--- config.mk ---
export PLATFORM = sky130hd
export DESIGN_NAME = karatsuba_seq_ctrl_flat
export DESIGN_NICKNAME = d
export VERILOG_FILES = /design/src/rtl/karatsuba_seq_ctrl_if.sv /design/src/rtl/karatsuba_seq_ctrl.sv /design/src/flat_wrapper.sv
export SDC_FILE = /design/constraint.sdc
export NUM_CORES = 1
export LEC_CHECK = 0
export CAP_MARGIN = 20
export CORE_MARGIN = 3
export CORE_UTILIZATION = 55
export CTS_BUF_LIST = sky130_fd_sc_hd__clkbuf_16
export DETAILED_ROUTE_END_ITERATION = 8
export GPL_ROUTABILITY_DRIVEN = 0
export PLACE_DENSITY_LB_ADDON = 0.2
export SLEW_MARGIN = 15
export SYNTH_ARGS = -nofsm -noshare
export SYNTH_HDL_FRONTEND = slang
export SYNTH_SLANG_ARGS = --single-unit
export TNS_END_PERCENT = 50
--- constraint.sdc ---
create_clock -name clk -period 5.5 [get_ports clk]
set_clock_uncertainty 0.05 [all_clocks]
set_input_delay 1.375 -clock clk [delete_from_list [all_inputs] [get_ports clk]]
set_output_delay 1.375 -clock clk [all_outputs]
set_load 0.02 [all_outputs]
--- src/rtl/karatsuba_seq_ctrl_if.sv ---
// rtl/karatsuba_seq_ctrl_if.sv - operand/result handshake bundle for karatsuba_seq_ctrl
//
// Signals:
//   in_valid  producer -> block   operand pair X/Y is valid
//   in_ready  block -> producer   block can accept operands
//   X, Y      producer -> block   8-bit unsigned operands
//   out_valid block -> consumer   P holds a finished product
//   out_ready consumer -> block   consumer accepts P
//   P         block -> consumer   16-bit product
// Modports: master = environment side, slave = multiplier side.

interface karatsuba_seq_ctrl_if;
    logic        in_valid;
    logic        in_ready;
    logic [7:0]  X;
    logic [7:0]  Y;
    logic        out_valid;
    logic        out_ready;
    logic [15:0] P;

    modport master (
        output in_valid, X, Y, out_ready,
        input  in_ready, out_valid, P
    );

    modport slave (
        input  in_valid, X, Y, out_ready,
        output in_ready, out_valid, P
    );
endinterface

--- src/rtl/karatsuba_seq_ctrl.sv ---
// rtl/karatsuba_seq_ctrl.sv - sequential 8x8 Karatsuba multiplier sharing one 5x5 multiplier
//
// Ports:
//   clk   in   clock, rising edge
//   rst   in   synchronous active-high reset
//   bus   slave modport of karatsuba_seq_ctrl_if (X/Y in, P out, valid/ready both ways)
//   busy  out  high in every state except IDLE
//   ops   out  count of delivered products, modulo 256
//   err   out  sticky self-check failure (only when KARATSUBA_CHECK_EN is defined)
//
// Optional feature: define KARATSUBA_CHECK_EN to add a behavioural reference
// multiply in COMBINE and the sticky err output.

module karatsuba_seq_ctrl (
    input  logic                 clk,
    input  logic                 rst,
    karatsuba_seq_ctrl_if.slave  bus,
    output logic                 busy,
    output logic [7:0]           ops
`ifdef KARATSUBA_CHECK_EN
    ,
    output logic                 err
`endif
);

    typedef enum logic [2:0] {
        S_IDLE,
        S_MUL_HI,
        S_MUL_LO,
        S_MUL_MID,
        S_COMBINE,
        S_DONE
    } state_t;

    state_t      state_q;
    logic [7:0]  x_q;
    logic [7:0]  y_q;
    logic [7:0]  z2_q;
    logic [7:0]  z0_q;
    logic [9:0]  a_q;
    logic [15:0] p_q;
    logic [7:0]  ops_q;
    logic        in_ready_q;
    logic        out_valid_q;
    logic        busy_q;

    // Shared multiplier operands: zero outside the three multiply passes.
    logic [4:0]  mul_a;
    logic [4:0]  mul_b;
    logic [9:0]  mul_p;

    always_comb begin
        mul_a = '0;
        mul_b = '0;
        case (state_q)
            S_MUL_HI: begin
                mul_a = {1'b0, x_q[7:4]};
                mul_b = {1'b0, y_q[7:4]};
            end
            S_MUL_LO: begin
                mul_a = {1'b0, x_q[3:0]};
                mul_b = {1'b0, y_q[3:0]};
            end
            S_MUL_MID: begin
                mul_a = {1'b0, x_q[7:4]} + {1'b0, x_q[3:0]};
                mul_b = {1'b0, y_q[7:4]} + {1'b0, y_q[3:0]};
            end
            default: ;
        endcase
    end

    assign mul_p = {5'b0, mul_a} * {5'b0, mul_b};

    // M = A - Z2 - Z0 is at most 450 and never negative, so bit 9 is always
    // zero and the recombination below cannot overflow 16 bits.
    logic [9:0]  mid;
    logic [15:0] p_d;

    assign mid = a_q - {2'b0, z2_q} - {2'b0, z0_q};
    assign p_d = {z2_q, 8'h00} + ({6'b0, mid} << 4) + {8'h00, z0_q};

`ifdef KARATSUBA_CHECK_EN
    logic [15:0] ref_p;
    logic        err_q;

    assign ref_p = {8'h00, x_q} * {8'h00, y_q};
    assign err   = err_q;
`endif

    // Handshake outputs are registered alongside the state so they always
    // equal the decode of the current state.
    always_ff @(posedge clk) begin
        if (rst) begin
            state_q     <= S_IDLE;
            x_q         <= '0;
            y_q         <= '0;
            z2_q        <= '0;
            z0_q        <= '0;
            a_q         <= '0;
            p_q         <= '0;
            ops_q       <= '0;
            in_ready_q  <= 1'b1;
            out_valid_q <= 1'b0;
            busy_q      <= 1'b0;
`ifdef KARATSUBA_CHECK_EN
            err_q       <= 1'b0;
`endif
        end else begin
            case (state_q)
                S_IDLE: begin
                    if (bus.in_valid) begin
                        x_q        <= bus.X;
                        y_q        <= bus.Y;
                        state_q    <= S_MUL_HI;
                        in_ready_q <= 1'b0;
                        busy_q     <= 1'b1;
                    end
                end
                S_MUL_HI: begin
                    z2_q    <= mul_p[7:0];
                    state_q <= S_MUL_LO;
                end
                S_MUL_LO: begin
                    z0_q    <= mul_p[7:0];
                    state_q <= S_MUL_MID;
                end
                S_MUL_MID: begin
                    a_q     <= mul_p;
                    state_q <= S_COMBINE;
                end
                S_COMBINE: begin
                    p_q         <= p_d;
                    state_q     <= S_DONE;
                    out_valid_q <= 1'b1;
`ifdef KARATSUBA_CHECK_EN
                    if (p_d != ref_p) begin
                        err_q <= 1'b1;
                    end
`endif
                end
                S_DONE: begin
                    if (bus.out_ready) begin
                        ops_q       <= ops_q + 8'd1;
                        state_q     <= S_IDLE;
                        out_valid_q <= 1'b0;
                        in_ready_q  <= 1'b1;
                        busy_q      <= 1'b0;
                    end
                end
                default: begin
                    state_q     <= S_IDLE;
                    in_ready_q  <= 1'b1;
                    out_valid_q <= 1'b0;
                    busy_q      <= 1'b0;
                end
            endcase
        end
    end

    assign bus.in_ready  = in_ready_q;
    assign bus.out_valid = out_valid_q;
    assign bus.P         = p_q;
    assign busy          = busy_q;
    assign ops           = ops_q;

endmodule

--- src/flat_wrapper.sv ---
// flat-port wrapper written by rule: the top's interface ports become plain ports
module karatsuba_seq_ctrl_flat 
  (clk, rst, busy, ops, bus_in_valid, bus_X, bus_Y, bus_out_ready, bus_in_ready, bus_out_valid, bus_P);
  karatsuba_seq_ctrl_if bus_i ();
  input  logic clk;
  input  logic rst;
  output logic busy;
  output logic [7:0] ops;
  input wire logic [$bits(bus_i.in_valid)-1:0] bus_in_valid;
  input wire logic [$bits(bus_i.X)-1:0] bus_X;
  input wire logic [$bits(bus_i.Y)-1:0] bus_Y;
  input wire logic [$bits(bus_i.out_ready)-1:0] bus_out_ready;
  output wire logic [$bits(bus_i.in_ready)-1:0] bus_in_ready;
  output wire logic [$bits(bus_i.out_valid)-1:0] bus_out_valid;
  output wire logic [$bits(bus_i.P)-1:0] bus_P;
  assign bus_i.in_valid = bus_in_valid;
  assign bus_i.X = bus_X;
  assign bus_i.Y = bus_Y;
  assign bus_i.out_ready = bus_out_ready;
  assign bus_in_ready = bus_i.in_ready;
  assign bus_out_valid = bus_i.out_valid;
  assign bus_P = bus_i.P;
  karatsuba_seq_ctrl u_core (.clk(clk), .rst(rst), .bus(bus_i), .busy(busy), .ops(ops));
endmodule
# Word level (Yosys, flattened, before mapping)
# Index checks and enable logic that the tools add are counted.
# word_totals
regBits,72
latch_bits,0
mem_bits_rw,0
romBits,0
input_bits,20
output_inout_bits,27
mem_count,0
# op_classes
n_addsub,7
mul,1
n_div,0
magnitude_cmp,0
eq_ne,7
n_shift,0
n_mux,12
bitwise,2
n_reduce_logical,8
# op_table
op,n
one-hot mux 5 bit (3 select lines),2
subtractor 10 x 8 -> 10 bit,2
one-hot mux 3 bit (6 select lines),1
adder 16 x 14 -> 16 bit,1
adder 16 x 8 -> 16 bit,1
adder 4 x 4 -> 5 bit,2
multiplier 5 x 5 -> 10 bit,1
one-hot mux 1 bit (3 select lines),3
"adder 8 x 1 -> 8 bit, second input constant",1
AND reduction 2 bit,4
OR reduction 4 bit,2
"equality test 3 x 2 -> 1 bit, second input constant",2
"equality test 3 bit, second input constant",2
two-way mux 3 bit,2
two-way mux 1 bit,4
"!= test 2 bit, second input constant",2
"equality test 3 x 1 -> 1 bit, second input constant",1
logical NOT 3 bit,1
AND reduction 3 bit,1
inverter 1 bit,2

# Logic depth before layout (Yosys ltp)
# Gate-level depths: netlist (run 1).
# depth
word_depth,4
depth_mapped,19
ltp_nobuf,19

# Worst setup path after synthesis (run 1)
# OpenSTA, ideal clock, no wires.
# synth_path
kind,reg2reg
startpoint,register u_core.y_q[1]
endpoint,register u_core.a_q[8]
arrival_time_ns,4.477
slack_ns,0.854
stages_incl_launch_ff,19
path_buffers,0
path_cell_list,dfxtp_1 -> ha_1 -> a21o_1 -> a21oi_1 -> xnor2_1 -> nand3_1 -> a31o_2 -> or2_2 -> fa_1 -> fa_1 -> fa_1 -> inv_1 -> ha_1 -> nor2b_1 -> o21ai_0 -> a21boi_0 -> o21ai_0 -> nor4_1 -> a211o_1
# synth_between
elab_chain_len,3
# synth_rtl
element,line,source
from (decl),karatsuba_seq_ctrl.sv:37,logic [7:0] y_q;
from (signal assigned),karatsuba_seq_ctrl.sv:113,y_q <= bus.Y;
adder 4 x 4 -> 5 bit,karatsuba_seq_ctrl.sv:66,"mul_b = {1'b0, y_q[7:4]} + {1'b0, y_q[3:0]};"
one-hot mux 5 bit (3 select lines) (*),karatsuba_seq_ctrl.sv:55,case (state_q)
multiplier 5 x 5 -> 10 bit (*),karatsuba_seq_ctrl.sv:72,"assign mul_p = {5'b0, mul_a} * {5'b0, mul_b};"
to (signal assigned),karatsuba_seq_ctrl.sv:128,a_q <= mul_p;
to (decl),karatsuba_seq_ctrl.sv:40,logic [9:0] a_q;
# Every way passes the cells marked *; elsewhere a longest branch is shown, timed or not.
# A chain may end at the register's enable or synchronous reset.

# Worst setup path after layout (run 1)
# Same ends and word-level chain as after synthesis.

==> qor.txt, run 1 <==
Routed WL per cell -> 14.2 µm
CP bufs+invs -> 1
min-delay worst type -> reg -> reg
Yosys cell types -> 46
storage element area -> 1440 µm²
RSZ-0062 raised after global routing -> false
Post-Syn Instances -> 581
Antenna diodes -> 0
Clk pin slew, worst setup/hold paths -> 0.06 ns
area of the multi-input gates -> 3080 µm²
synth-to-layout area growth -> 16.2%
critical path startpoint category -> flip-flop
post-layout util -> 0.667
worst hold start -> u_core.bus.P[7]$_SDFFE_PP0P_
syn nets -> 669
setup violators final -> 0
Cell Rows -> 33
Synth async-reset ratio -> 0
cell repeated most along the worst path -> fa_1
Main synth FF type -> dfxtp_1
Hold-fix buffers, CTS -> 0
pre-CTS setup slack -> 0.517 ns
fin crit share -> 0.903
setup TNS -> 0 ns
synth top area cells -> dfxtp_1 (30%), ha_1 (13%), nand2_1 (8.7%)
Via density -> 5.47
# fillers -> 716
final WL -> 10300 µm
slowest stage cell, crit path -> fa_1
root buf cell -> clkbuf_16
Req. time, crit path -> 5.68 ns
#FFs+latches synth -> 72
fin nets -> 706
Worst slew margin -> 0.331
gr usage total -> 0.223
Syn Area/Cell -> 8.20 µm²
synth warn -> 0
CP endpoint kind -> flip-flop
largest net degree at the start of global routing -> 44
DRC violations left -> 0
ANT nets after route -> 0
I/O Buffers -> 46
CP delay by family, top -> adder cells
Peak VDD IR -> 0.151 mV
Synth top area share -> 0.303
share of cells above drive strength 1 -> 0.0626
DR pass1 iterations -> 4
Cell Area, Synth -> 4760 µm²
minimum clock period -> 4.97 ns
Worst-Skew Late Latency -> 0.34 ns
PostCTS Resize Cnt -> 0
Starting Density -> 0.574
outcome -> finished, final reports clean
Max Root-Sink Buffers -> 2
first-pass GRT wire length -> 17900 µm
final worst slack -> 0.534 ns
I/O pins -> 47
Leakage -> 2.27 nW
Max FO, Critical Path -> 5
critical path launch point -> u_core.y_q[1]$_SDFFE_PP0P_
CP Cell Sequence -> ha_1 -> a21o_1 -> a21oi_1 -> xnor2_1 -> nand3_1 -> a31o_2 -> or2_2 -> fa_1 -> fa_1 -> fa_1 -> inv_1 -> ha_1 -> nor2b_1 -> o21ai_0 -> a21boi_0 -> o21ai_0 -> nor4_1 -> a211o_1
Reg2Reg Launch Point -> u_core.y_q[1]$_SDFFE_PP0P_
Clock Sinks -> 72
Die Span Y -> 99.1 µm
Slew @ Worst Pin -> 0.998 ns
Setup Fix Bufs, Post-CTS -> 0
cell area after layout -> 5540 µm²
routed vias -> 3980
crit path DAT -> 5.14 ns
initial antenna violation count -> 0
H-tree levels -> 3
slowest stage delay, CP -> 0.54 ns
die area -> 9820 µm²
core area -> 8300 µm²
PwrDens -> 261 nW/µm²
initial DRC count -> 146
largest area contributor in the netlist -> dfxtp_1
total CTS buffers -> 9
CTS tree -> done
CP Class -> reg -> reg
fmax -> 201 MHz
EDFF count, synth -> 0
Congestion Overflow GR -> 0
Max Cap Viol -> 0
final hold violations -> 0
die width -> 99.1 µm
Finished Layout Cells -> 728
DP Area -> 5270 µm²
number of global-route vias before repair -> 4070
placed cell count -> 712
Max Slew Vio Count -> 0
Seq/Total Area, Yosys -> 0.303
Post-DP HPWL -> 7960 µm
registers in the layout, summed over array words and instances, names as in the netlist:
signal / count
u_core.z0_q: 8
u_core.y_q: 8
u_core.bus.in_ready: 1
u_core.ops: 8
u_core.bus.P: 16
u_core.z2_q: 8
u_core.state_q: 3
u_core.bus.out_valid: 1
u_core.x_q: 8
u_core.busy: 1
u_core.a_q: 10
Yosys cell counts (3+ instances only):
library cell  number
nor3_1             5
xnor2_1           19
and2_1             3
nor2_1            57
nor2b_1            3
and3_1             7
a211oi_1           7
nand3_1            9
fa_1              20
a22o_1             6
dfxtp_1           72
o21ai_0           14
xor2_1            14
buf_4              3
nand4_1            3
nand2_1          110
buf_2              9
nand2b_1           3
a21o_1            13
nand3b_1           4
o21a_1             3
or2_2              5
mux2_2             4
inv_1             30
ha_1              48
clkbuf_1          12
a21oi_1           71
layout by cell type (no fill, tap or decap), types with 3 or more instances in the layout:
cell type | netlist | layout
o21a_1 | 3 | 3
nor2b_1 | 3 | 3
ha_1 | 48 | 48
a21o_1 | 13 | 13
mux2_2 | 4 | 4
buf_4 | 3 | 5
fa_1 | 20 | 20
nand2b_1 | 3 | 3
nor2_1 | 57 | 57
nand3b_1 | 4 | 4
a211oi_1 | 7 | 7
nand3_1 | 9 | 9
or2_2 | 5 | 5
a21oi_1 | 71 | 71
o21ai_0 | 14 | 14
xnor2_1 | 19 | 19
xor2_1 | 14 | 14
a22o_1 | 6 | 6
nor3_1 | 5 | 5
dfxtp_1 | 72 | 72
and3_1 | 7 | 7
clkdlybuf4s50_1 | 0 | 45
nand2_1 | 110 | 110
inv_1 | 30 | 31
clkbuf_16 | 0 | 9
and2_1 | 3 | 3
nand4_1 | 3 | 3
where the power goes:
part	total (W)	switching, W	internal [W]
clock	0.000543	0.000238	0.000305
sequential	0.000564	0.0000209	0.000543
combinational	0.000339	0.000198	0.000141
total	0.00145	0.000457	0.000989
final timing paths:
path	to	slack [ns]	cells after the start
setup reg to reg	u_core.a_q[8]$_SDFFE_PP0N_	0.53	18
setup / recovery	u_core.a_q[8]$_SDFFE_PP0N_	0.53	18
hold reg to reg	u_core.bus.P[7]$_SDFFE_PP0P_	0.41	2
hold / removal	u_core.bus.P[7]$_SDFFE_PP0P_	0.41	2
logic make-up after synthesis:
logic type | after synthesis | share of synthesized area
xor+xnor | 33 | 0.0607
buf+inv | 56 | 0.0509
flops | 72 | 0.303
fa+ha+maj | 68 | 0.210
mux | 6 | 0.0137
compound gates | 130 | 0.166
simple gates | 216 | 0.196
area by class of cell:
class / instances / area share
clock buffers: 9 / 0.0407
clock inverters: 7 / 0.00859
inverters: 31 / 0.0215
multi-input cells: 453 / 0.556
flip-flops and latches: 72 / 0.260
well taps: 105 / 0.0237
repair buffers: 51 / 0.0890
per-stage QoR:
stage | hold WS [ns] | total power [W]
after global placement | 0.390 | 0.000902
after global routing | 0.431 | 0.00152
final | 0.405 | 0.00145
after CTS | 0.403 | 0.00145
after floorplan | 0.386 | 0.000833
after detailed placement | 0.396 | 0.000913
layer usage:
| metal | GRT usage | vias to the layer above | routed length (µm) | share of wire |
|---|---|---|---|---|
| met4 | 0.0819 | 0 | 199 | 0.019 |
| met1 | 0.251 | 1867 | 4350 | 0.42 |
| met5 | 0 | - | 0 | 0 |
| li1 | - | 2035 | - | - |
| met3 | 0.0460 | 17 | 291 | 0.028 |
| met2 | 0.412 | 61 | 5510 | 0.53 |
worst min-delay path: stages, from the launching register on:
cell and delay [ns]:
dfxtp_1 0.31, nand2_1 0.05, a21oi_1 0.05
Note: power is estimated with default switching activity, not from simulation.
==> inputs of run 2 (changes only) <==
- CORE_UTILIZATION: 55 -> 58
- CTS_CLUSTER_DIAMETER: default -> 120
==> run 2 against run 1 <==
Net effect:
- first-iteration DRC count down 4.1%
- design area is 0.59% higher
- maximum frequency down 1.9%
- flip-flop and latch count stayed put
- non-clock buffer count unchanged
- count of clock-buffer cells in the layout unchanged
- core utilization rose by 4.3 points
- power is 4.7% higher
- final cell count decreased by 0.41%
- global-route usage up 0.57 points
==> qor.txt, run 2 (synthesized netlist as in run 1, its figures left out) <==
PwrDens -> 272 nW/µm² (+4.1%)
commonest cells after routing, fill and taps aside -> nand2_1 (110), dfxtp_1 (72), a21oi_1 (71)
Post-DP HPWL -> 7820 µm (-1.9%)
critical path startpoint category -> flip-flop
final WL -> 10300 µm (about the same)
Worst-Skew Late Latency -> 0.34 ns (about the same)
Routed WL per cell -> 14.3 µm (+0.46%)
Hold-fix buffers, CTS -> 0 (unchanged)
setup TNS -> 0 ns (unchanged)
ANT nets after route -> 0 (unchanged)
DRC violations left -> 0 (unchanged)
max reg flops -> 16 (unchanged)
CTS tree -> done
Congestion Overflow GR -> 0 (unchanged)
Worst slew margin -> 0.557 (+0.226)
slowest stage cell, crit path -> fa_1
Setup Fix Bufs, Post-CTS -> 0 (unchanged)
Leakage -> 2.28 nW (+0.60%)
cell repeated most along the worst path -> fa_1
DR pass1 iterations -> 4 (unchanged)
Clk pin slew, worst setup/hold paths -> 0.06 ns (about the same)
RSZ-0062 raised after global routing -> false
core area -> 7850 µm² (-5.4%)
CP endpoint kind -> flip-flop
# fillers -> 651 (-9.1%)
Req. time, crit path -> 5.67 ns (about the same)
PostCTS Resize Cnt -> 0 (unchanged)
Max FO, Critical Path -> 5 (unchanged)
H-tree levels -> 3 (unchanged)
fmax -> 198 MHz (-1.9%)
fin nets -> 706 (unchanged)
Die Span Y -> 96.6 µm (-2.5%)
final hold violations -> 0 (unchanged)
Antenna diodes -> 0 (unchanged)
synth-to-layout area growth -> 16.9%
largest net degree at the start of global routing -> 48 (+9.1%)
routed vias -> 3993 (+0.33%)
I/O pins -> 47 (unchanged)
I/O Buffers -> 46 (unchanged)
initial DRC count -> 140 (-4.1%)
first-pass GRT wire length -> 18100 µm (+1.3%)
PnR Total Power -> 0.00151 W (+4.7%)
initial antenna violation count -> 0 (unchanged)
Slew @ Worst Pin -> 0.663 ns (-0.334 ns)
Clock Sinks -> 72 (unchanged)
gr usage total -> 0.229 (+0.00572)
setup violators final -> 0 (unchanged)
number of global-route vias before repair -> 3993 (-1.9%)
CP Cell Sequence -> ha_1 -> a21o_1 -> a21oi_1 -> xnor2_1 -> nand3_1 -> a31o_2 -> or2_2 -> fa_1 -> fa_1 -> fa_1 -> inv_1 -> ha_1 -> nor2b_1 -> o21ai_0 -> a21boi_0 -> o21ai_0 -> nor4_1 -> a211o_1
root buf cell -> clkbuf_16
Max Cap Viol -> 0 (unchanged)
die width -> 96.6 µm (-2.5%)
Peak VDD IR -> 0.197 mV (+30%)
CP Class -> reg -> reg
Max Slew Vio Count -> 0 (unchanged)
leading cell type in the layout, fill and taps excluded -> nand2_1
die area -> 9340 µm² (-4.9%)
Via density -> 5.51 (+0.74%)
outcome -> finished, final reports clean
total CTS buffers -> 9 (unchanged)
slowest stage delay, CP -> 0.54 ns (about the same)
minimum clock period -> 5.06 ns (+0.0956 ns)
Starting Density -> 0.607 (+0.0330)
Cell Rows -> 32 (-3.0%)
crit path DAT -> 5.23 ns (+0.09 ns)
Max Root-Sink Buffers -> 2 (unchanged)
share of cells above drive strength 1 -> 0.0642 (+0.00161)
min-delay worst type -> reg -> reg
fin crit share -> 0.920 (+0.0174)
## run 2: power by group
| group | switching, W | internal [W] |
|---|---|---|
| logic | 0.000199 | 0.000141 |
| clock network | 0.000251 | 0.000361 |
| registers | 0.0000188 | 0.000543 |
## run 2: path summary, 6_finish.rpt
check | startpoint | to | slack [ns] | cells after the start
worst max register to register | u_core.y_q[1]$_SDFFE_PP0P_ | u_core.a_q[8]$_SDFFE_PP0N_ | 0.44 | 18
worst max-delay path | u_core.y_q[1]$_SDFFE_PP0P_ | u_core.a_q[8]$_SDFFE_PP0N_ | 0.44 | 18
worst min-delay path | u_core.bus.P[0]$_SDFFE_PP0P_ | u_core.bus.P[0]$_SDFFE_PP0P_ | 0.40 | 2
worst min register to register | u_core.bus.P[0]$_SDFFE_PP0P_ | u_core.bus.P[0]$_SDFFE_PP0P_ | 0.40 | 2
## run 2: area by class of cell
type	instances	area (µm²)	area share
sequential	72	1440	0.259
clock buffer	9	225	0.0404
clock inverter	7	83.8	0.0150
multi-input combinational	453	3080	0.553
tap	102	128	0.0229
timing repair buffer	51	493	0.0885
inverter	31	119	0.0213
## run 2: metal layers
layer,vias to the layer above,wire (µm),track usage
met2,76,5160,0.396
met4,0,138,0.0734
met1,1861,4650,0.284
met3,14,397,0.0483
met5,-,0,0
li1,2042,-,-
## run 2: worst max-delay path, delay by kind of cell, from the launching register on
kind / cells / cell delay, ns
fa+ha+maj: 5 / 2.13
xor+xnor: 1 / 0.17
simple gates: 4 / 0.62
compound gates: 7 / 1.52
flops: 1 / 0.40
buf+inv: 1 / 0.04
## run 2: per-stage QoR
| stage | area, µm² | instances | worst slack [ns] | util | hold WS, ns |
|---|---|---|---|---|---|
| final | 5570 | 725 | 0.439 | 0.710 | 0.404 |
| after global routing | 5570 | 725 | 0.134 | 0.710 | 0.430 |
| after CTS | 5560 | 724 | 0.451 | 0.709 | 0.408 |
| after detailed placement | 5250 | 708 | 0.535 | 0.669 | 0.400 |
| after global placement | 5250 | 708 | 0.706 | 0.669 | 0.392 |
| after floorplan | 4760 | 581 | 0.854 | - | 0.386 |
